File: config.mk
export PLATFORM = sky130hd
export DESIGN_NAME = mem_request_arbiter
export DESIGN_NICKNAME = d
export VERILOG_FILES = /design/src/rtl/mem_pkg.sv /design/src/rtl/rr_arbiter2.sv /design/src/rtl/mem_request_arbiter.sv
export SDC_FILE = /design/constraint.sdc
export NUM_CORES = 1
export LEC_CHECK = 0
export BUFFER_PORTS_ARGS = -buffer_cell sky130_fd_sc_hd__buf_4
export CELL_PAD_IN_SITES_DETAIL_PLACEMENT = 0
export CELL_PAD_IN_SITES_GLOBAL_PLACEMENT = 1
export CORE_MARGIN = 1
export CORE_UTILIZATION = 38
export CTS_CLUSTER_SIZE = 28
export DETAILED_ROUTE_END_ITERATION = 6
export PLACE_DENSITY = 0.87
export SETUP_SLACK_MARGIN = 0.4
export SLEW_MARGIN = 40
export SYNTH_ARGS = -nofsm -noshare
export SYNTH_HDL_FRONTEND = slang
export SYNTH_SLANG_ARGS = --single-unit
File: constraint.sdc
create_clock -name clk_in -period 2.24 [get_ports clk_in]
set_clock_uncertainty 0.15 [all_clocks]
set_input_delay 0.224 -clock clk_in [delete_from_list [all_inputs] [get_ports clk_in]]
set_output_delay 0.224 -clock clk_in [all_outputs]
set_load 0.01 [all_outputs]
File: src/rtl/mem_pkg.sv
// Shared definitions for the memory request path: FSM state encoding,
// client identifiers and the default downstream access length.
package mem_pkg;

   // Arbiter FSM state encoding
   localparam logic [1:0] IDLE  = 2'd0;
   localparam logic [1:0] ISSUE = 2'd1;
   localparam logic [1:0] WAIT  = 2'd2;
   localparam logic [1:0] DONE  = 2'd3;

   // Client identifiers
   localparam logic CLIENT_A = 1'b0;
   localparam logic CLIENT_B = 1'b1;

   // Cycles mem_controller stays busy after sampling req; shared with its bench
   localparam int BUSY_CYCLES_DEFAULT = 4;

   // Width of the access-length counter (BUSY_CYCLES legal range 1..15)
   localparam int CNT_W = 4;

endpackage : mem_pkg

File: src/rtl/rr_arbiter2.sv
// Two-way round-robin pick. A lone requester always wins; on a tie the
// client that was not granted last time wins.
module rr_arbiter2
   import mem_pkg::*;
(
   input  logic a_req_in,
   input  logic b_req_in,
   input  logic last_grant_in,
   output logic grant_valid_out,
   output logic grant_id_out
);

   // Combinational grant selection
   always_comb begin
      grant_valid_out = a_req_in | b_req_in;
      grant_id_out    = CLIENT_A;
      if (a_req_in && b_req_in) begin
         grant_id_out = ~last_grant_in;
      end else if (b_req_in) begin
         grant_id_out = CLIENT_B;
      end
   end

endmodule : rr_arbiter2

File: src/rtl/mem_request_arbiter.sv
// Front end of mem_controller: picks one of two clients round-robin, issues
// a single-cycle req pulse, holds the granted address for the whole access
// and returns a single-cycle ack to the served client.
//
// Handshake: a client raises its req level with a stable address and holds
// both until it sees its ack; it drops req at the edge that ends the ack
// cycle. Requests are only looked at in IDLE, so anything raised while an
// access is in flight simply waits. req_out is a one-cycle start strobe with
// no back-pressure: mem_controller is assumed to sample it unconditionally.
module mem_request_arbiter
   import mem_pkg::*;
#(
   parameter int ADDR_W      = 16,
   parameter int BUSY_CYCLES = BUSY_CYCLES_DEFAULT
) (
   input  logic                clk_in,
   input  logic                rst_in,
   input  logic                a_req_in,
   input  logic [ADDR_W-1:0]   a_addr_in,
   input  logic                b_req_in,
   input  logic [ADDR_W-1:0]   b_addr_in,
   input  logic                mux_in,
   output logic                req_out,
   output logic [ADDR_W/2-1:0] dram_addr_out,
   output logic                a_ack_out,
   output logic                b_ack_out,
   output logic                busy_out,
   output logic [1:0]          state_dbg_out
);

   localparam int HALF = ADDR_W / 2;
   // WAIT ends when the counter has reached this value
   localparam logic [CNT_W-1:0] CNT_LAST = CNT_W'(BUSY_CYCLES - 1);

   logic [1:0]        state_q, state_d;
   logic              req_q, req_d;
   logic              a_ack_q, a_ack_d;
   logic              b_ack_q, b_ack_d;
   logic              busy_q, busy_d;
   logic [ADDR_W-1:0] addr_q, addr_d;
   logic [CNT_W-1:0]  cnt_q, cnt_d;
   logic              owner_q, owner_d;
   logic              last_grant_q, last_grant_d;

   logic              grant_valid;
   logic              grant_id;

   rr_arbiter2 u_rr_arbiter2 (
      .a_req_in        (a_req_in),
      .b_req_in        (b_req_in),
      .last_grant_in   (last_grant_q),
      .grant_valid_out (grant_valid),
      .grant_id_out    (grant_id)
   );

   // Next-state logic for the access FSM, counter, address and grant history
   always_comb begin
      state_d      = state_q;
      req_d        = 1'b0;
      a_ack_d      = 1'b0;
      b_ack_d      = 1'b0;
      addr_d       = addr_q;
      cnt_d        = cnt_q;
      owner_d      = owner_q;
      last_grant_d = last_grant_q;
      case (state_q)
         IDLE: begin
            if (grant_valid) begin
               addr_d       = (grant_id == CLIENT_B) ? b_addr_in : a_addr_in;
               owner_d      = grant_id;
               last_grant_d = grant_id;
               req_d        = 1'b1;
               state_d      = ISSUE;
            end
         end
         ISSUE: begin
            // mem_controller samples req_out at the edge leaving this state
            cnt_d   = '0;
            state_d = WAIT;
         end
         WAIT: begin
            if (cnt_q == CNT_LAST) begin
               a_ack_d = (owner_q == CLIENT_A);
               b_ack_d = (owner_q == CLIENT_B);
               state_d = DONE;
            end else begin
               cnt_d = cnt_q + 1'b1;
            end
         end
         DONE: begin
            state_d = IDLE;
         end
         default: begin
            state_d = IDLE;
         end
      endcase
      busy_d = (state_d != IDLE);
   end

   // State registers; reset wins over any access in flight
   always_ff @(posedge clk_in) begin
      if (rst_in) begin
         state_q      <= IDLE;
         req_q        <= 1'b0;
         a_ack_q      <= 1'b0;
         b_ack_q      <= 1'b0;
         busy_q       <= 1'b0;
         addr_q       <= '0;
         cnt_q        <= '0;
         owner_q      <= CLIENT_A;
         last_grant_q <= CLIENT_B;
      end else begin
         state_q      <= state_d;
         req_q        <= req_d;
         a_ack_q      <= a_ack_d;
         b_ack_q      <= b_ack_d;
         busy_q       <= busy_d;
         addr_q       <= addr_d;
         cnt_q        <= cnt_d;
         owner_q      <= owner_d;
         last_grant_q <= last_grant_d;
      end
   end

   // Row half while mux_in=0, column half while mux_in=1
   always_comb begin
      dram_addr_out = mux_in ? addr_q[HALF-1:0] : addr_q[ADDR_W-1:HALF];
   end

   assign req_out       = req_q;
   assign a_ack_out     = a_ack_q;
   assign b_ack_out     = b_ack_q;
   assign busy_out      = busy_q;
   assign state_dbg_out = state_q;

endmodule : mem_request_arbiter

======== Word-level counts from Yosys, hierarchy flattened ========
Index checks and enable logic that the tools add are counted.
Widths: inputs -> output; s select.
storage, ports and cells
  register bits ........................... 28
  bits in latches ......................... 0
  RAM bits ................................ 0
  bits in read-only memories .............. 0
  input bits .............................. 37
  output and inout port bits .............. 14
  word-level logic and storage cells ...... 39
  memories ................................ 0
cells by class
  $add $sub $neg .......................... 1
  multiply operators ...................... 0
  divide/modulo/power cells ............... 0
  magnitude comparators ................... 0
  equal/unequal tests ..................... 5
  shifts and indexed selects .............. 0
  multiplexer cells ....................... 10
  bitwise gates (word level) .............. 6
  reduce and logical (&&, ||, !) cells .... 8
operator list
  operator             count
  $mux 16              1
  $mux 8               1
  $pmux 2 s4           1
  $pmux 4 s2           1
  $not 1->1            5
  $add 4x1->4 const B  1
  $eq 2x2->1 const B   2
  $eq 4x2->1 const B   1
  $mux 2               2
  $mux 4               1
  $reduce_and 2->1     2
  $reduce_bool 2->1    2
  $mux 1               3
  $reduce_or 3->1      1
  $eq 2x1->1 const B   1
  $logic_not 2->1      1
  $ne 2x2->1 const B   1
  $reduce_or 2->1      1
  $logic_and 1x1->1    1
  $or 1x1->1           1

======== Depth between registers and ports, before layout ========
Gate-level depths: netlist of run 1.
  depth in word-level cells ............... 4
  mapped depth ............................ 6

======== Cells and area by module ========
A second synthesis of run 1 with hierarchy kept.
second synthesis, totals
  cells, all modules ...................... 141
  area, all modules ....................... 1457.6 um^2
by module, submodules not included
  module               times used  cells each  area each (um^2)  sequential area each (um^2)
  mem_request_arbiter  1           139         1443.9            560.5
  rr_arbiter2          1           2           13.8              0.0

======== Worst setup path after synthesis of run 1 ========
OpenSTA, ideal clock, no wires.
  path type ............................... flip-flop to flip-flop
  from .................................... reg state_q[0], in the netlist state_dbg_out[0]
  to ...................................... reg addr_q[0]
  library setup time ...................... 0.080 ns
  arrival time ............................ 1.332 ns
  path slack .............................. 0.678 ns
  cell stages (with the launch flop) ...... 7
  buffers on the path ..................... 1
  clock period less this slack ............ 1.562 ns
  cell sequence ........................... dfxtp_1 > inv_1 > ha_1 > o21ai_2 > buf_6 > a21oi_2 > a211oi_2
on the way
  word-level cells in the longest chain between the ends .. 2
ends and longest elaborated chain
  what                        line                        source
  start: declaration          mem_request_arbiter.sv:35   logic [1:0] state_q, state_d;
  start signal: assignment    mem_request_arbiter.sv:113  state_q <= state_d;
  $logic_not 2->1             mem_request_arbiter.sv:66   case (state_q)
  $reduce_and 2->1 (no line)  n/a
  end signal: assignment      mem_request_arbiter.sv:118  addr_q <= addr_d;
  end: declaration            mem_request_arbiter.sv:40   logic [ADDR_W-1:0] addr_q, addr_d;
No other way between the ends.
A chain may end at the register's enable or synchronous reset.

======== Worst setup path after layout of run 1 ========
  from .................................... reg state_q[0], in the netlist state_dbg_out[0]
  to ...................................... reg addr_q[9]
Same word-level chain as after synthesis.

==> impl_metrics.tcl, run 1 <==
set metrics [dict create \
    antenna_found_initial 0 \
    floorplan.die.width_um 63.4 \
    reg2reg_to "addr_q[9]$_SDFFE_PP0P_" \
    grt_max_degree 29 \
    clkPwrFrac 0.184 \
    die_h_um 63.4 \
    critical_path_arrival_ns 1.72 \
    setup_viol 0 \
    h-tree-depth 1 \
    portBuffers 50 \
    die_area_sq_mm 0.00402 \
    critPathMaxFanout 16 \
    grt_pass1_wl_um 5230 \
    worstPathRequired_ns 2.28 \
    sw_frac_of_total 0.369 \
    p_leak_nw 0.803 \
    status "finished clean" \
    wl_per_cell_um 13.1 \
    cts-root-buf "clkbuf_8" \
    wirelength_um 3220 \
    vias_per_cell 5.12 \
    crit_path_end_kind "register" \
    synth_top_area_cell "dfxtp_1" \
    synth_top_area_share 0.391 \
    critPathLaunch "state_dbg_out[0]$_SDFF_PP0_" \
    clkTransAtPathRegs_ns 0.10 \
    ys_seq_elements 28 \
    synthCells 156 \
    synth.avg_cell_area_sq_um 9.18 \
    power_frac_seq 0.349 \
    fin_tns_setup_ns 0 \
    nNetsFinal 243 \
    critPathKind "register to register" \
    power_frac_comb 0.468 \
    dp_hpwl_um 2340 \
    regArea_sq_um 561 \
    crit_chain "inv_1 > ha_1 > o21a_2 > nor2_1 > a211oi_1" \
    clkSinkCount 28 \
    startpoint_type "register" \
    timing.fmax_mhz 595 \
    irDropWorstVdd_uv 664 \
    slew-limit-headroom 0.575 \
    drv_cap 0 \
    ant_nets 0 \
    hold_viol_final 0 \
    num_antenna_cells 0 \
    firstDrtPassIters 6 \
    gp_congestion 0.721 \
    gr-total-overflow 0 \
    numCtsBuffers 3 \
    grt_pass1_vias 1157 \
    area_delta_synth_final_pct 31.2 \
    fin_crit_ns 1.68 \
    multi_input_area_sq_um 800 \
    ios 51 \
    hold_ws_ns 0.0475 \
    final_common_cell "buf_4" \
    insertion_delay_ns 0.27 \
    crit_buf_inv 1 \
    clk_path_buf_depth 2 \
    drv_slew 0 \
    timing.final.crit_share 0.750 \
    fillers 339 \
    remaining_drc_errors 0 \
    power_density_mw_per_mm2 1130 \
    rows 21 \
    p_int_mw 1.34 \
    synth_seq_area_share 0.391 \
    netSwitchingPower_uw 785 \
    rsz0062_at_grt "false" \
    cts_tree "built" \
    final_core_util 0.542 \
    worst_slack_ns 0.560 \
    syn_nets 198 \
    slowest_stage "o21a_2" \
    slowest_delay_ns 0.38 \
    yosys-top-cells-area "dfxtp_1 (39%), a211oi_2 (7.9%), mux2_2 (6.3%)" \
    max_slew.worst_pin.slew_ns 0.635 \
    worst-r2r-cell-count 5 \
    reg2reg_slack_ns 0.56 \
    drive_above_1_share 0.425 \
    ctsHoldBuffers 0 \
    reg2reg_from "state_dbg_out[0]$_SDFF_PP0_" \
    synth_area_sq_mm 0.00143 \
    worstSetupPathDepth 5 \
    initial_core_util 0.413 \
    most-common-layout-cells "buf_4 (50), dfxtp_1 (28), nor2_1 (19), nand2_1 (18), a21oi_1 (11)" \
    hold_class "input port to register" \
    power_mw 2.13 \
    dp_slack_ns 0.387 \
    coreArea_sq_mm 0.00347 \
    timing.critical_path.to "addr_q[9]$_SDFFE_PP0P_" \
    ys_types 34 \
    grt_use_total 0.162 \
    dr_total_vias 1260 \
    initialDrtViolationCount 30 \
    critical-path-top-delay-family "compound AO/OA/AOI/OAI gates" \
    yosys_warnings 0 \
]
==> worst reg2reg max path, cell delays in order (launching register included) <==
cell and delay (ns):
dfxtp_1 0.36, inv_1 0.12, ha_1 0.29, o21a_2 0.39
nor2_1 0.08, a211oi_1 0.22
==> metrics by stage <==
stage | cell area (sq um) | cells
global route | 1880 | 246
floorplan | 1430 | 156
global placement | 1800 | 242
finish | 1880 | 246
CTS | 1880 | 246
detailed placement | 1810 | 242
==> repair_timing <==
item | in CTS | in global routing
gates resized for setup | 1 | 0
buffers inserted | 0 | 0
endpoints found under the setup margin | 15 | 0
==> logic make-up (layout without fill, tap and decap cells) <==
family / Yosys count / count (layout) / share of synthesized area
flops: 28 / 28 / 0.391
fa+ha+maj: 5 / 5 / 0.0437
compound gates: 48 / 48 / 0.273
mux: 8 / 8 / 0.0629
simple gates: 53 / 53 / 0.172
buf+inv: 14 / 58 / 0.0568
==> cell type report <==
cell class	count	share of cell area
inverter	4	0.00799
multi-input combinational	114	0.425
clock buffer	3	0.0220
sequential	28	0.298
timing repair buffer	50	0.200
clock inverter	1	0.0160
tap	46	0.0306
==> power by group through the flow <==
| stage | registers (mW) | logic, mW | clock network (mW) |
|---|---|---|---|
| 4_1_cts | 0.744 | 1.01 | 0.398 |
| 5_1_grt | 0.765 | 1.11 | 0.422 |
| 3_3_place_gp | 0.748 | 0.970 | 0 |
| 2_1_floorplan | 0.744 | 0.722 | 0 |
| 3_5_place_dp | 0.755 | 1.00 | 0 |
| 6_report | 0.743 | 0.997 | 0.391 |
==> synth_stat cells <==
cell type,instances
buf_4,1
o21ai_0,3
dfxtp_1,28
a21oi_1,11
a21boi_4,1
nor2b_1,1
nor2_1,19
nand3b_1,1
a22oi_1,1
or4b_1,1
o21a_1,1
nand3_1,2
o21ai_1,1
buf_2,2
nand2_1,18
or2_2,1
nand4b_1,1
a211oi_1,7
nand2b_1,1
inv_1,4
a31oi_1,2
clkbuf_1,4
ha_1,5
a211oi_2,9
or3_1,2
nor4bb_1,1
nor3_1,3
a21oi_2,9
nor3b_1,2
a21bo_2,1
mux2_2,8
o31ai_1,1
o21ai_2,1
buf_6,3
==> registers in the layout, summed over array words and instances, names as in the netlist <==
| name | flops |
|---|---|
| addr_q | 16 |
| cnt_q | 4 |
| state_dbg_out | 2 |
| a_ack_out | 1 |
| b_ack_out | 1 |
| busy_out | 1 |
| last_grant_q | 1 |
| owner_q | 1 |
| req_out | 1 |
==> per-layer routing <==
metal / vias up / part of all wire / global-route usage / wire length, um
li1: 637 / - / - / -
met1: 586 / 0.48 / 0.215 / 1540
met2: 33 / 0.48 / 0.281 / 1540
met3: 4 / 0.037 / 0.0109 / 119
met4: 0 / 0.0084 / 0.0426 / 27
met5: - / 0 / 0 / 0
==> how the worst min path moves through the flow <==
| stage | start | cells after the start | slack (ns) | to |
|---|---|---|---|---|
| after floorplan | a_addr_in[11] | 2 | 0.22 | addr_q[11]$_SDFFE_PP0P_ |
| after global placement | owner_q$_SDFFE_PP0P_ | 1 | 0.30 | a_ack_out$_SDFF_PP0_ |
| after detailed placement | owner_q$_SDFFE_PP0P_ | 1 | 0.30 | a_ack_out$_SDFF_PP0_ |
| after CTS | a_addr_in[8] | 3 | 0.04 | addr_q[8]$_SDFFE_PP0P_ |
| after global routing | a_addr_in[11] | 3 | 0.04 | addr_q[11]$_SDFFE_PP0P_ |
| final | a_addr_in[8] | 3 | 0.05 | addr_q[8]$_SDFFE_PP0P_ |
Power figures use the tool's default switching activity.
==> run 2, diff against run 1 <==
--- a/config.mk
+++ b/config.mk
@@ -5,14 +5,15 @@
 export SDC_FILE = /design/constraint.sdc
 export NUM_CORES = 1
 export LEC_CHECK = 0
+export ABC_AREA = 1
 export BUFFER_PORTS_ARGS = -buffer_cell sky130_fd_sc_hd__buf_4
 export CELL_PAD_IN_SITES_DETAIL_PLACEMENT = 0
 export CELL_PAD_IN_SITES_GLOBAL_PLACEMENT = 1
 export CORE_MARGIN = 1
-export CORE_UTILIZATION = 38
+export CORE_UTILIZATION = 31
 export CTS_CLUSTER_SIZE = 28
 export DETAILED_ROUTE_END_ITERATION = 6
-export PLACE_DENSITY = 0.87
+export PLACE_DENSITY = 0.79
 export SETUP_SLACK_MARGIN = 0.4
 export SLEW_MARGIN = 40
 export SYNTH_ARGS = -nofsm -noshare
==> constraint.sdc (replaced) <==
create_clock -name clk_in -period 1.45 [get_ports clk_in]
set_clock_uncertainty 0.15 [all_clocks]
set_input_delay 0.145 -clock clk_in [delete_from_list [all_inputs] [get_ports clk_in]]
set_output_delay 0.145 -clock clk_in [all_outputs]
set_load 0.01 [all_outputs]
==> impl_metrics.tcl, run 2 <==
set metrics [dict create \
    p_leak_nw 1.12 \
    syn_nets 232 \
    synth_top_family_by_area "simple AND/OR/NAND/NOR gates" \
    initial_core_util 0.327 \
    setup_viol 2 \
    most-common-layout-cells "buf_4 (48), nand3_1 (23), nor2_1 (23), nand2_1 (22), dlygate4sd3_1 (16)" \
    portBuffers 50 \
    ys_types 21 \
    timing.fmax_mhz 684 \
    reg2reg_slack_ns -0.01 \
    irDropWorstVdd_uv 694 \
    yosys-top-cells-area "dfxtp_1 (39%), nand3_1 (8.3%), nand2_1 (8.3%)" \
    regArea_sq_um 582 \
    grt_max_degree 18 \
    wirelength_um 4110 \
    yosys.area_share.simple 0.272 \
    critical_path_arrival_ns 1.49 \
    hold_ws_ns -0.00817 \
    rows 24 \
    crit_path_end_kind "register" \
    num_antenna_cells 0 \
    max_slew.worst_pin.slew_ns 0.385 \
    reg2reg_from "state_dbg_out[0]$_SDFF_PP0_" \
    fin_tns_setup_ns -0.0218 \
    synth_top_area_share 0.388 \
    ys.flop_type "dfxtp_1" \
    fin_crit_ns 1.46 \
    synth_top_area_cell "dfxtp_1" \
    die_area_sq_mm 0.00493 \
    regMostFlops "addr_q" \
    vias_per_cell 4.81 \
    dr_total_vias 1530 \
    worst-r2r-cell-count 9 \
    hold_class "input port to register" \
    gr-total-overflow 0 \
    clkSinkCount 28 \
    drv_cap 0 \
    ys_seq_elements 28 \
    critPathKind "register to register" \
    power_density_mw_per_mm2 1480 \
    drive_above_1_share 0.470 \
    synth_commonest_cells "nand2_1 (32), dfxtp_1 (28), nand3_1 (24), nor2_1 (24), a21oi_1 (17)" \
    multi_input_area_sq_um 886 \
    wl_per_cell_um 12.9 \
    grt_pass1_wl_um 6580 \
    synth_xor_area_frac 0 \
    critPathLaunch "state_dbg_out[0]$_SDFF_PP0_" \
    synth_area_sq_mm 0.00144 \
    antenna_found_initial 0 \
    hold_viol_final 1 \
    initialDrtViolationCount 51 \
    placed_cell_area_sq_mm 0.00189 \
    synthCells 190 \
    reg2reg_to "addr_q[15]$_SDFFE_PP0P_" \
    gp_congestion 0.774 \
    critPathMaxFanout 8 \
    area_delta_synth_final_pct 73.1 \
    largest_reg_flops 16 \
    synth.avg_cell_area_sq_um 7.60 \
    synth_seq_area_share 0.388 \
    synth_compound_area_frac 0.140 \
    dp_hpwl_um 2490 \
    slew-limit-headroom 0.743 \
    floorplan.die.width_um 70.2 \
    grt_use_total 0.168 \
    insertion_delay_ns 0.28 \
    final_common_cell "buf_4" \
    worstPathRequired_ns 1.48 \
    startpoint_type "register" \
    timing.critical_path.to "addr_q[15]$_SDFFE_PP0P_" \
    postLayoutCellArea_sq_mm 0.00250 \
    firstDrtPassIters 4 \
    synth_fa_ha_area_frac 0.0433 \
    violations "hold timing, setup timing" \
    async_flop_share 0 \
    cts-root-buf "clkbuf_8" \
    clkTransAtPathRegs_ns 0.10 \
    cts_tree "built" \
    yosysMostFrequentCell "nand2_1" \
    worst_slack_ns -0.0120 \
    nNetsFinal 309 \
    remaining_drc_errors 0 \
    yosys_warnings 0 \
    ios 51 \
    status "finished, violations left" \
    h-tree-depth 1 \
    die_h_um 70.2 \
    grt_pass1_vias 1435 \
    numCtsBuffers 3 \
    drv_slew 0 \
    fillers 396 \
    timing.final.crit_share 1.01 \
    coreArea_sq_mm 0.00441 \
    synth_mux_area_frac 0.0624 \
    ant_nets 0 \
    rsz0062_at_grt "true" \
    final_core_util 0.566 \
    clk_path_buf_depth 2 \
    synth_edf_count 0 \
]
## run 2: cell type report
| cell class | instances | share of cell area |
|---|---|---|
| repair buffers | 84 | 0.338 |
| inverters | 12 | 0.0220 |
| well taps | 52 | 0.0260 |
| flip-flops and latches | 28 | 0.233 |
| multi-input cells | 138 | 0.355 |
| clock buffers | 4 | 0.0265 |
## run 2: cell families (layout without fill, tap and decap cells)
kind of cell,after synthesis,after routing
flip-flops,28,28
adder cells (fa/ha/maj),5,5
AO/OA/AOI/OAI,38,38
multiplexers,8,8
buffers and inverters,24,100
AND/OR/NAND/NOR,87,87
## run 2: where the power goes
part	switching, mW	internal (mW)
Combinational	0.878	1.17
Clock	0.255	0.301
Sequential	0.114	0.990
Total	1.25	2.46
## run 2: how the worst min path moves through the flow
| stage | slack (ns) | depth (start not counted) | start | endpoint |
|---|---|---|---|---|
| after floorplan | 0.12 | 2 | a_addr_in[0] | addr_q[0]$_SDFFE_PP0P_ |
| after global placement | 0.21 | 3 | a_addr_in[0] | addr_q[0]$_SDFFE_PP0P_ |
| after detailed placement | 0.22 | 3 | a_addr_in[15] | addr_q[15]$_SDFFE_PP0P_ |
| after CTS | -0.02 | 4 | rst_in | state_dbg_out[0]$_SDFF_PP0_ |
| after global routing | 0.006 | 4 | rst_in | state_dbg_out[0]$_SDFF_PP0_ |
| final | -0.008 | 4 | rst_in | state_dbg_out[0]$_SDFF_PP0_ |
## run 2: metal layers
layer | share of wire | vias up | wire, um | GRT usage
li1 | - | 783 | - | -
met3 | 0.037 | 7 | 152 | 0.0159
met1 | 0.45 | 694 | 1850 | 0.223
met2 | 0.49 | 46 | 2030 | 0.274
met5 | 0 | - | 0 | 0
met4 | 0.019 | 0 | 79 | 0.0733
## run 2: worst max-delay path, cell delays in order, from the launching register on
cell and delay (ns):
dfxtp_4 0.37, inv_6 0.07, ha_4 0.14, inv_4 0.04, nor2_8 0.13, buf_12 0.13, buf_12 0.13, nand2_2 0.05
a21oi_1 0.10, nor2_1 0.05
## run 2: timing repair
item | CTS | global route
buffers inserted | 5 | 1
cloned | 3 | 1
endpoints found under the setup margin | 38 | 40
hold buffers | 17 | 0
resized for setup | 43 | 29
hold endpoints to repair | 22 | 0
pin swaps | 6 | 8
## run 2: per-stage QoR
step                worst slack [ns]  total power, mW  hold slack (ns)  std cells
CTS                          0.00485             3.52          -0.0166        316
global route                 -0.0857             3.96          0.00634        318
detailed placement           0.00707             2.36            0.223        287
finish                       -0.0120             3.70         -0.00817        318
global placement              0.0216             2.34            0.214        287
floorplan                     0.0643             1.92            0.120        190
